## src/rtl/cdecn_dp.sv

```systemverilog
`default_nettype none
// ============================================================================
// Module   : cdecn_dp
// Purpose  : CDEC data path with a single XBUS and an external ALU. It adds a
//            req/ack memory handshake with stall and a registered debug read
//            port. Optional memory watchdog: define MEM_TIMEOUT_EN.
// Revision : 1.0 - initial release
// ============================================================================
module cdecn_dp #(
    parameter int              DW        = 8,
    parameter int              AW        = 8,
    parameter int              NGR       = 3,
    parameter logic [DW-1:0]   RST_PC    = '0,
    parameter int              TO_CYCLES = 255
) (
    input  logic          clock,
    input  logic          reset_N,
    input  logic [11:0]   ctrl,
    output logic [DW-1:0] I,
    output logic [2:0]    SZCy,
    output logic          stall,
    output logic [DW-1:0] alu_x,
    output logic [DW-1:0] alu_t,
    output logic          alu_cy,
    input  logic [DW-1:0] alu_res,
    input  logic [2:0]    alu_szcy,
    output logic [AW-1:0] mem_adrs,
    output logic [DW-1:0] mem_wdata,
    input  logic [DW-1:0] mem_rdata,
    output logic          mem_req,
    output logic          mem_we,
    input  logic          mem_ack,
    output logic          mem_err,
    input  logic [7:0]    resad,
    output logic [DW-1:0] resdt
);

    typedef enum logic [0:0] {
        S_IDLE = 1'b0,
        S_BUSY = 1'b1
    } state_e;

    state_e        state_q, state_d;
    logic [DW-1:0] pc_q, i_q, t_q, r_q, wdr_q, rdr_q, flg_q, resdt_q;
    logic [AW-1:0] mar_q;
    logic [DW-1:0] g_q [NGR];
    logic          req_q, we_q;

    logic [1:0]    w_mmrw;
    logic          w_fwr, w_rwr;
    logic [3:0]    w_xdst, w_xsrc;
    logic          w_rd, w_wr;
    logic [DW-1:0] w_xbus, w_resdt;
    logic          w_idle, w_launch, w_done, w_rd_load, w_to_hit, w_timeout;

    assign w_mmrw = ctrl[11:10];
    assign w_fwr  = ctrl[9];
    assign w_rwr  = ctrl[8];
    assign w_xdst = ctrl[7:4];
    assign w_xsrc = ctrl[3:0];
    assign w_rd   = (w_mmrw == 2'b10);
    assign w_wr   = (w_mmrw == 2'b01);

    always_comb begin
        w_xbus = '1;
        case (w_xsrc)
            4'd0:    w_xbus = pc_q;
            4'd1:    w_xbus = r_q;
            4'd2:    w_xbus = rdr_q;
            4'd3:    w_xbus = flg_q;
            default: ;
        endcase
        for (int k = 0; k < NGR; k++) begin
            if (w_xsrc == 4'(8 + k)) w_xbus = g_q[k];
        end
    end

    always_comb begin
        state_d   = state_q;
        w_idle    = (state_q == S_IDLE);
        w_launch  = 1'b0;
        w_done    = 1'b0;
        w_rd_load = 1'b0;
        w_to_hit  = 1'b0;
        case (state_q)
            S_IDLE: begin
                if (w_rd || w_wr) begin
                    state_d  = S_BUSY;
                    w_launch = 1'b1;
                end
            end
            S_BUSY: begin
                // An ack in the watchdog's final cycle still completes normally.
                if (mem_ack) begin
                    state_d   = S_IDLE;
                    w_done    = 1'b1;
                    w_rd_load = ~we_q;
                end else if (w_timeout) begin
                    state_d  = S_IDLE;
                    w_done   = 1'b1;
                    w_to_hit = 1'b1;
                end
            end
            default: state_d = S_IDLE;
        endcase
    end

`ifdef MEM_TIMEOUT_EN
    localparam int c_TO_W = (TO_CYCLES > 1) ? $clog2(TO_CYCLES) : 1;
    logic [c_TO_W-1:0] to_cnt_q;
    logic              err_q;

    assign w_timeout = (to_cnt_q == c_TO_W'(TO_CYCLES - 1));
    assign mem_err   = err_q;

    always_ff @(posedge clock or negedge reset_N) begin
        if (!reset_N) begin
            to_cnt_q <= '0;
            err_q    <= 1'b0;
        end else begin
            if (w_launch) begin
                to_cnt_q <= '0;
            end else if (state_q == S_BUSY) begin
                to_cnt_q <= to_cnt_q + 1'b1;
            end
            if (w_to_hit) err_q <= 1'b1;
        end
    end
`else
    assign w_timeout = 1'b0;
    assign mem_err   = 1'b0;
`endif

    always_ff @(posedge clock or negedge reset_N) begin
        if (!reset_N) begin
            state_q <= S_IDLE;
            pc_q    <= RST_PC;
            i_q     <= '0;
            t_q     <= '0;
            r_q     <= '0;
            mar_q   <= '0;
            wdr_q   <= '0;
            rdr_q   <= '0;
            flg_q   <= '0;
            req_q   <= 1'b0;
            we_q    <= 1'b0;
            resdt_q <= '0;
            for (int k = 0; k < NGR; k++) g_q[k] <= '0;
        end else begin
            state_q <= state_d;
            resdt_q <= w_resdt;
            if (w_launch) begin
                req_q <= 1'b1;
                we_q  <= w_wr;
            end else if (w_done) begin
                req_q <= 1'b0;
                we_q  <= 1'b0;
            end
            if (w_rd_load) rdr_q <= mem_rdata;
            if (w_idle) begin
                case (w_xdst)
                    4'd0:    pc_q  <= w_xbus;
                    4'd1:    i_q   <= w_xbus;
                    4'd2:    t_q   <= w_xbus;
                    4'd3:    mar_q <= w_xbus[AW-1:0];
                    4'd4:    wdr_q <= w_xbus;
                    default: ;
                endcase
                for (int k = 0; k < NGR; k++) begin
                    if (w_xdst == 4'(8 + k)) g_q[k] <= w_xbus;
                end
                if (w_rwr) r_q <= alu_res;
                if (w_fwr) flg_q <= {{(DW-4){1'b0}}, alu_szcy, 1'b0};
            end
        end
    end

    always_comb begin
        w_resdt = '0;
        case (resad)
            8'h00:   w_resdt = pc_q;
            8'h01:   w_resdt = i_q;
            8'h02:   w_resdt = t_q;
            8'h03:   w_resdt = r_q;
            8'h04:   w_resdt[AW-1:0] = mar_q;
            8'h05:   w_resdt = mem_rdata;
            8'h06:   w_resdt = rdr_q;
            8'h07:   w_resdt = wdr_q;
            8'h10:   w_resdt = flg_q;
            8'h11:   w_resdt[3:0] = {mem_err, we_q, req_q, stall};
            default: ;
        endcase
        for (int k = 0; k < NGR; k++) begin
            if (resad == 8'(8 + k)) w_resdt = g_q[k];
        end
    end

    assign I         = i_q;
    assign SZCy      = flg_q[3:1];
    assign stall     = (state_q == S_BUSY);
    assign alu_x     = w_xbus;
    assign alu_t     = t_q;
    assign alu_cy    = flg_q[1];
    assign mem_adrs  = mar_q;
    assign mem_wdata = wdr_q;
    assign mem_req   = req_q;
    assign mem_we    = we_q;
    assign resdt     = resdt_q;

endmodule
`default_nettype wire

```

## config.mk

```make
export PLATFORM = sky130hd
export DESIGN_NAME = cdecn_dp
export DESIGN_NICKNAME = d
export VERILOG_FILES = /design/src/rtl/cdecn_dp.sv
export SDC_FILE = /design/constraint.sdc
export NUM_CORES = 1
export LEC_CHECK = 0
export ABC_AREA = 1
export BUFFER_PORTS_ARGS = -buffer_cell sky130_fd_sc_hd__buf_2
export CORE_MARGIN = 2
export CORE_UTILIZATION = 56
export CTS_CLUSTER_SIZE = 24
export DETAILED_ROUTE_END_ITERATION = 12
export PLACE_DENSITY = 0.9
export SLEW_MARGIN = 0
export SYNTH_ARGS = -nofsm -noshare
export SYNTH_HDL_FRONTEND = slang
export SYNTH_SLANG_ARGS = --single-unit
```

## constraint.sdc

```tcl
create_clock -name clock -period 2.8 [get_ports clock]
set_clock_uncertainty 0.05 [all_clocks]
set_input_delay 0.14 -clock clock [delete_from_list [all_inputs] [get_ports clock]]
set_output_delay 0.14 -clock clock [all_outputs]
set_load 0.03 [all_outputs]
```

==> results of run 1 <==
-- what timing repair did --
action                                 CTS  global route
endpoints found under the hold margin   66             0
resized for setup                        0             0
hold buffers                            16             0
setup endpoints to repair                0             0
-- cells in the mapped netlist, drive strengths merged --
| cell | instances | area (um^2) |
|---|---|---|
| nor3b | 1 | 7.51 |
| nand3b | 3 | 22.5 |
| nand4 | 11 | 68.8 |
| dfrtp | 94 | 2350 |
| clkbuf | 4 | 15.0 |
| nand2 | 254 | 981 |
| nor2 | 67 | 315 |
| mux2 | 11 | 124 |
| a211oi | 1 | 7.51 |
| nand3 | 89 | 475 |
| conb | 1 | 3.75 |
| nor3 | 2 | 20.0 |
| nor4 | 1 | 12.5 |
| or2 | 11 | 68.8 |
| o21ai | 33 | 225 |
| o2111ai | 2 | 17.5 |
| and2 | 3 | 18.8 |
| a21oi | 11 | 55.1 |
| o22ai | 1 | 12.5 |
| o211ai | 1 | 7.51 |
| buf | 11 | 72.6 |
| ha | 1 | 12.5 |
| inv | 48 | 183 |
-- power by group --
part / internal (uW) / switching, uW / total [uW] / leakage [uW]
logic: 507 / 1100 / 1610 / 0.00193
clock network: 324 / 491 / 815 / 0.0000797
registers: 1830 / 462 / 2300 / 0.00116
-- area by class of cell --
cell class / instances / area, um^2 / share of cell area, %
repair buffers: 118 / 688 / 11.5
clock buffers: 11 / 131 / 2.20
multi-input cells: 504 / 2460 / 41.1
flip-flops and latches: 94 / 2350 / 39.3
inverters: 48 / 183 / 3.06
well taps: 108 / 135 / 2.26
clock inverters: 5 / 33.8 / 0.565
-- per-stage QoR --
stage	cell area [um^2]	util, %	setup WS (ns)	hold WS [ns]	power [uW]
final	5980	68.2	0.856	0.00573	4720
after CTS	5980	68.2	0.857	0.00308	4710
after floorplan	5080	-	1.14	-0.206	3260
after global routing	5980	68.2	0.763	0.00341	4960
after global placement	5650	64.5	1.04	0.170	3810
after detailed placement	5650	64.5	0.984	0.175	3880
-- metal layers --
layer | vias up | share of wire [%] | GRT usage [%]
met5 | - | 0 | 0
met4 | 0 | 4.3 | 13.2
met3 | 60 | 9.6 | 6.18
met2 | 315 | 47 | 54.4
met1 | 2371 | 39 | 43.1
li1 | 2368 | - | -
-- kinds of logic after synthesis --
kind of cell             after synthesis
buffers and inverters                 63
other                                  1
AO/OA/AOI/OAI                         49
flip-flops                            94
multiplexers                          11
AND/OR/NAND/NOR                      442
adder cells (fa/ha/maj)                1
-- sequential cells by signal, indices dropped and copies added (netlist names) --
| register | count |
|---|---|
| stall | 1 |
| rdr_q | 8 |
| resdt | 8 |
| r_q | 8 |
| mem_we | 1 |
| mem_adrs | 8 |
| I | 8 |
| alu_t | 8 |
| g_q | 24 |
| pc_q | 8 |
| mem_req | 1 |
| mem_wdata | 8 |
| flg_q | 3 |
-- worst max-delay path by stage --
| stage | from | endpoint | slack [ns] |
|---|---|---|---|
| after floorplan | ctrl[0] | alu_x[0] | 1.14 |
| after global placement | resad[6] | resdt[4] | 1.04 |
| after detailed placement | resad[3] | resdt[0] | 0.98 |
| after global routing | pc_q[5] | alu_x[5] | 0.76 |
| after CTS | pc_q[5] | alu_x[5] | 0.86 |
| final | pc_q[5] | alu_x[5] | 0.86 |
==> results.md, run 1 <==
- Most frequent cells in the layout: nand2_1, buf_2, dfrtp_1, nand3_1, nor2_1
- Via count: about 5100
- Grt total ovfl: 0
- DRC Markers: 0
- Worst Path Arrival: 1.75 ns
- CTS sink count: 94
- Non-Filler Instances: 888
- Path depth of the worst reg2reg path: 5
- R2R Setup Slk: 0.98 ns
- Initial antenna violation count: 0
- Setup violators final: 0
- Crit path time final: 1.94 ns
- Family with the most delay on the worst path: compound AO/OA/AOI/OAI gates
- Vias in the first global route: between 5000 and 6000
- Clock slew at reported path FFs: 0.09 ns
- Largest family of logic cells by synthesized area: simple AND/OR/NAND/NOR gates
- Inserted Clock Buffers: 9
- Reg2reg start: stall
- Net count after synthesis: 704
- Setup CP Type: register to primary output
- CP Data Required Time: around 2.6 ns
- Count of input and output buffers: between 90 and 100
- P_leak: 0.00317 uW
- Ant diodes: 0
- Antenna-violating nets left: 0
- Final Hold Fails: 0
- F_max: between 500 and 600 MHz
- Maxcap violations: 0
- Routability-driven placement congestion ratio: around 0.97
- Area grow syn2layout: 17.7%
- DR WL/cell: about 18 um
- Largest stage delay on the critical path: 0.42 ns
- Clock root buffer master: clkbuf_8
- Pin count of the biggest net entering global routing: between 50 and 60
- Power Dens Cells: approximately 800 nW/um^2
- Post-synth cell types: 38
- RR Endpoint: mem_wdata[5]
- CP Capture Type: primary output
- Yosys warnings: 0
- Detailed Place HPWL: about 12 mm
- Hold-critical path depth: 2
- Leading cell type in the layout, fill and taps excluded: nand2_1
- Layout Nets: approximately 820
- Die area: approximately 10000 um^2
- RSZ-0062 raised after global routing: false
- # IOs: between 90 and 100
- Chip Width: ~99 um
- First DRT Iteration DRCs: 421
- Status: finished, final reports clean
- Hold path endpoint: rdr_q[2]
- Fill cell count: around 750
- #FFs+latches synth: 94
- Maximum clock path buffer count: 2
- Worst Setup Start Kind: register
- Hold Startpoint: mem_rdata[2]
- Detailed Routing Iterations Pass 1: 5
- First-pass GRT wire length: roughly 25 mm
- Synthesized cell area: between 5000 and 6000 um^2
- Simple-Gate Fraction of Synth Area: between 30% and 40%
- Initial core utilization: 58.0%
- Core area: between 8000 and 9000 um^2
- Critical path depth: 6
- Synth Area in Adders: less than 1%
- CTS tree: done
- Avg Inst Size Synth: roughly 7.7 um^2
- Worst Hold Class: primary input to register
- Setup bufs post-CTS: 0
- Synth Area in Compound Gates: under 10%
- Latest clock arrival within the worst-skew pair: about 0.36 ns
- Routed WL: between 15 and 20 mm
- Fraction of synthesized area in multiplexers: 2.44%
- Slowest cell on the critical path: dfrtp_1
- Worst VDD drop: between 400 and 500 uV
- H-tree levels: 3
- FP Rows: 34
- Post-Syn Instances: 661
- Xor and xnor area share after synthesis: 0%
- Die height: slightly below 100 um
- Max_slew headroom: 41.9%
- Worst Path Max Fanout: 9
- Final TNS setup: 0 ns
- CP bufs+invs: 1
- Final Max Slew Viols: 0
- Cells after DPL: ~860
- Tightest Pin Transition: roughly 0.87 ns
- Total GRT Usage: between 30 and 40%
- Layout cells sized above 1: 22.7%
- Critical Path, Cell by Cell: nand2_1 > nand3_1 > a21oi_1 > o22ai_2 > and2_1 > buf_2
- Part of the cycle the worst path needs: between 60% and 70%
- Seq/Total Area, Yosys: 46.3%
- Via-per-instance ratio: 5.76
Power figures use the tool's default switching activity.
==> inputs of run 2 (changes only) <==
ABC_AREA = 0   (was 1)
CORE_UTILIZATION = 55   (was 56)
PLACE_DENSITY = 0.89   (was 0.9)
clock period = 2 ns   (was 2.8 ns; I/O delays follow)
==> run 2 against run 1 <==
Compared with the run above:
- the run now ends with setup timing left
- utilization grew 5.6 points
- combinational power grew 49%
- final cell count shrank 13%
- critical path depth grew 1
- non-clock buffer count grew 66
- synthesized area shrank 5.2%
- sequential power grew 33%
- via count shrank 5.1%
- critical path type unchanged
==> results.md, run 2 <==
- Status: finished with violations
- Failing checks: setup timing
- Number of synthesized flops with an enable pin: 0
- Worst VDD drop: between 800 and 900 uV
- Worst Setup Start Kind: register
- RSZ-0062 raised after global routing: true
- Power Dens Cells: between 1000 and 1500 nW/um^2
- Design area: ~6300 um^2
- Synth area leaders: dfrtp_1, o21ai_0, nand2_1
- Area after DPL: around 5600 um^2
- DR WL/cell: approximately 21 um
- First DRT Iteration DRCs: about 500
- Detailed Place HPWL: ~12 mm
- Initial antenna violation count: 0
- Hold slack: about 0.045 ns
- DRC Markers: 0
- Pin count of the biggest net entering global routing: just under 60
- Post-synth cell types: 57
- Via-per-instance ratio: 6.25
- CP Capture Type: primary output
- First-pass GRT wire length: 25.3 mm
- P_leak: ~0.003 uW
- Worst Path Arrival: 2.07 ns
- Chip Width: just under 100 um
- Routed WL: 16.6 mm
- Asr flop ratio synth: 100%
- Maximum clock path buffer count: 2
- CTS sink count: 94
- # IOs: 98
- Leading cell type in the layout, fill and taps excluded: dfrtp_1
- Path depth of the worst reg2reg path: 7
- Hold path endpoint: stall
- Final TNS setup: -0.821 ns
- Final core utilization: around three quarters
- Max_slew headroom: ~64%
- FP Rows: 34
- Layout cells sized above 1: roughly 34%
- Most common cell in the netlist: dfrtp_1
- Final Hold Fails: 0
- Post-synth top cells: dfrtp_1, nand2_1, o21ai_0
- Post-Syn Instances: 502
- Clock slew at reported path FFs: ~0.090 ns
- R2R Setup Slk: 0.06 ns
- Vias in the first global route: between 4000 and 5000
- Antenna-violating nets left: 0
- Worst Hold Class: primary input to register
- Seq/Total Area, Yosys: roughly half
- Part of the cycle the worst path needs: 111%
- Tightest Pin Transition: approximately 0.54 ns
- Initial core utilization: 56.0%
- Die area: around 9500 um^2
- Proportion of netlist area held by the largest area contributor: 48.8%
- Hold Startpoint: ctrl[10]
- Leading area contributor after synthesis: dfrtp_1
- Via count: 4854
- Count of input and output buffers: 96
- Clock root buffer master: clkbuf_8
- Final Max Slew Viols: 0
- Most flop-heavy register: g_q
- F_max: about 450 MHz
- H-tree levels: 3
- Total power: 6990 uW
- Most frequent cells in the layout: dfrtp_1, buf_2, nand2_1, o21ai_0, buf_4
- Hold-critical path depth: 3
- CTS tree: done
- Routability-driven placement congestion ratio: 1.05
- Detailed Routing Iterations Pass 1: 5
- Area grow syn2layout: 31.8%
- Ant diodes: 0
- Total GRT Usage: about a third
- Latest clock arrival within the worst-skew pair: roughly 0.36 ns
- Inserted Clock Buffers: 9
- CP Data Required Time: between 1.5 and 2 ns
- Setup violators final: 6
- Synthesized cell area: 4820 um^2
- #FFs+latches synth: 94
- Top FF cell, synth: dfrtp_1
- Core area: approximately 8600 um^2
- Net count after synthesis: 545
- Maxcap violations: 0
- Avg Inst Size Synth: between 9 and 10 um^2
- Setup ws final: -0.221 ns
- Reg2reg start: rdr_q[1]
- Largest register FFs: 24
- Setup CP Type: register to primary output
- Worst Path Max Fanout: 2
- RR Endpoint: g_q[17]
- Grt total ovfl: 0
- Die height: 97.6 um
- Yosys warnings: 0
- Layout Nets: between 700 and 800
- Crit path time final: roughly 2.2 ns
-- run 2: what timing repair did --
action / in CTS / in global routing
endpoints found under the setup margin: 8 / 21
endpoints found under the hold margin: 57 / 0
hold buffers: 21 / 0
pin swaps: 3 / 7
buffers inserted: 11 / 12
gates resized for setup: 12 / 16
-- run 2: layout make-up --
cell class,count,area (um^2)
clock buffers,9,124
clock inverters,7,121
fillers,633,2250
inverters,12,45.0
multi-input cells,363,2310
flip-flops and latches,94,2350
well taps,108,135
repair buffers,184,1260
-- run 2: metal layers --
layer,part of all wire (%),global-route usage [%]
met5,0,0
met4,3.6,13.4
met3,11,8.20
met2,45,52.0
met1,41,49.2
-- run 2: worst max-delay path by stage --
stage	startpoint	endpoint	slack (ns)	cells past startpoint
2_1_floorplan	flg_q[1]	alu_x[1]	0.11	5
3_3_place_gp	resad[7]	resdt[4]	0.08	7
5_1_grt	rdr_q[2]	alu_x[2]	-0.26	7
6_report	rdr_q[2]	alu_x[2]	-0.22	7
4_1_cts	rdr_q[2]	alu_x[2]	-0.25	7
3_5_place_dp	resad[7]	resdt[4]	0.03	7
-- run 2: logic make-up (layout without fill, tap and decap cells) --
group / after synthesis / after routing / share of synthesized area (%)
fa+ha+maj: 1 / 1 / 0.260
mux: 40 / 40 / 11.2
other cells: 1 / 1 / 0.0779
flops: 94 / 94 / 48.8
buf+inv: 45 / 212 / 4.23
simple gates: 171 / 171 / 16.3
compound gates: 150 / 150 / 19.1
-- run 2: per-stage QoR --
| stage | std cells | setup slack [ns] |
|---|---|---|
| after floorplan | 502 | 0.106 |
| after global placement | 718 | 0.0821 |
| after detailed placement | 718 | 0.0343 |
| after CTS | 766 | -0.246 |
| after global routing | 777 | -0.262 |
| final | 777 | -0.221 |
-- run 2: power by group --
part / switching [uW] / total (uW) / internal (uW)
combinational: 1450 / 2400 / 942
sequential: 601 / 3050 / 2450
clock: 709 / 1550 / 837
total: 2760 / 6990 / 4230
-- run 2: worst max-delay path, cell delays in order, from the launching register on --
cell and delay (ns):
dfrtp_1 0.43, mux4_2 0.52, nor3_4 0.16, a31oi_1 0.07, a21oi_1 0.20, buf_4 0.16
inv_2 0.04, buf_6 0.13
==> inputs of run 3 (changes only) <==
ABC_AREA = 1   (was 0)
CORE_UTILIZATION = 56   (was 55)
PLACE_DENSITY = 0.9   (was 0.89)
==> run 3 against run 2 <==
Compared with the run above:
- the flow now finishes without violations
- die area is 3.4% higher
- maximum frequency increased by 17%
- final cell count up 16%
- largest power group unchanged
==> results.md, run 3 (synthesized netlist as in run 1, its figures left out) <==
- Worst Path Arrival: between 1.5 and 2 ns
- Worst Hold Class: primary input to register
- Grt total ovfl: 0
- Most flop-heavy register: g_q
- Worst Setup Start Kind: register
- Initial antenna violation count: 0
- Core area: slightly below 9000 um^2
- Total GRT Usage: about a third
- Total power: 6780 uW
- Pin count of the biggest net entering global routing: 52
- Final Hold Fails: 0
- First-pass GRT wire length: roughly 26 mm
- Die area: 9850 um^2
- First DRT Iteration DRCs: ~530
- Ant diodes: 0
- CTS tree: done
- DRC Markers: 0
- Final Max Slew Viols: 0
- Worst Path Max Fanout: 9
- Critical Path, Cell by Cell: nand2_1 > nand3_1 > a21oi_1 > o22ai_2 > and2_1 > buf_2
- Setup violators final: 0
- Inserted Clock Buffers: 9
- CTS sink count: 94
- F_max: roughly 530 MHz
- CP bufs+invs: 1
- Crit path time final: about 1.9 ns
- Largest register FFs: 24
- Final TNS setup: 0 ns
- Vias in the first global route: ~5300
- Via-per-instance ratio: between 5 and 6
- Slowest cell on the critical path: dfrtp_1
- Area grow syn2layout: 21.3%
- Die height: around 99 um
- Worst VDD drop: just over 600 uV
- Layout cells sized above 1: roughly a quarter
- Max_slew headroom: 55.5%
- Part of the cycle the worst path needs: a little over nine tenths
- CP Capture Type: primary output
- Count of input and output buffers: 96
- Detailed Routing Iterations Pass 1: 5
- Routed WL: between 15 and 20 mm
- Detailed Place HPWL: 11.7 mm
- FP Rows: 34
- DR WL/cell: ~18 um
- Hold slack: 0.0391 ns
- Family with the most delay on the worst path: flip-flops
- Layout Nets: around 830
- Tightest Pin Transition: around 0.66 ns
- Clock slew at reported path FFs: approximately 0.090 ns
- P_leak: 0.00327 uW
- Power Dens Cells: approximately 1100 nW/um^2
- Routability-driven placement congestion ratio: 0.940
- Most frequent cells in the layout: nand2_1, buf_2, dfrtp_1, nand3_1, nor2_1
- Clock root buffer master: clkbuf_8
- H-tree levels: 3
- Maximum clock path buffer count: 2
- PostCTS Resize Cnt: 0
- CP Data Required Time: 1.85 ns
- Maxcap violations: 0
- Setup CP Type: register to primary output
- RSZ-0062 raised after global routing: false
- Latest clock arrival within the worst-skew pair: roughly 0.37 ns
- Initial core utilization: slightly below 60%
- Fill cell count: 712
- Leading cell type in the layout, fill and taps excluded: nand2_1
- Status: finished, final reports clean
- Via count: around 5300
- # IOs: 98
- Largest stage delay on the critical path: between 0.4 and 0.5 ns
- Antenna-violating nets left: 0
- Chip Width: roughly 99 um
[run 3: tightest hold or removal path, stage by stage]
cell	delay, ns
buf_2	0.10
nand2_1	0.12
a21oi_1	0.10
[run 3: cell type report]
| class | count | area [um^2] | area share, % |
|---|---|---|---|
| inverters | 48 | 183 | 2.97 |
| flip-flops and latches | 94 | 2350 | 38.2 |
| well taps | 108 | 135 | 2.19 |
| clock inverters | 4 | 47.5 | 0.772 |
| multi-input cells | 504 | 2460 | 39.9 |
| repair buffers | 134 | 846 | 13.7 |
| clock buffers | 11 | 141 | 2.29 |
[run 3: per-layer routing]
layer / track usage [%] / vias up / wire (um)
met2: 55.6 / 378 / 7680
met3: 5.13 / 81 / 1530
met5: 0 / - / 0
met1: 43.8 / 2459 / 6260
li1: - / 2389 / -
met4: 20.9 / 0 / 979
[run 3: worst paths after layout]
kind	start	to	slack, ns	cells after the start
worst max-delay path	pc_q[5]	alu_x[5]	0.11	6
worst min-delay path	ctrl[9]	flg_q[3]	0.04	3
worst max register to register	stall	g_q[2]	0.39	6
worst min register to register	g_q[15]	g_q[15]	0.44	2
max in group asynchronous	reset_N	g_q[20]	1.00	3
min in group asynchronous	reset_N	alu_t[3]	0.20	2
[run 3: where the power goes]
| part | internal (uW) | switching [uW] |
|---|---|---|
| Combinational | 728 | 1570 |
| Sequential | 2570 | 649 |
| Clock | 602 | 663 |
[run 3: stage by stage]
stage | util, % | instance area [um^2] | worst slack (ns) | instances
after floorplan | - | 5080 | 0.418 | 661
after global placement | 65.7 | 5760 | 0.332 | 867
after detailed placement | 65.7 | 5760 | 0.312 | 867
after CTS | 70.3 | 6160 | 0.122 | 903
after global routing | 70.3 | 6160 | 0.0141 | 903
final | 70.3 | 6160 | 0.106 | 903
[run 3: timing repair]
action | in CTS | in global routing
endpoints found under the hold margin | 61 | 0
hold buffers | 21 | 0
endpoints found under the setup margin | 0 | 0
setup buffers | 0 | 0
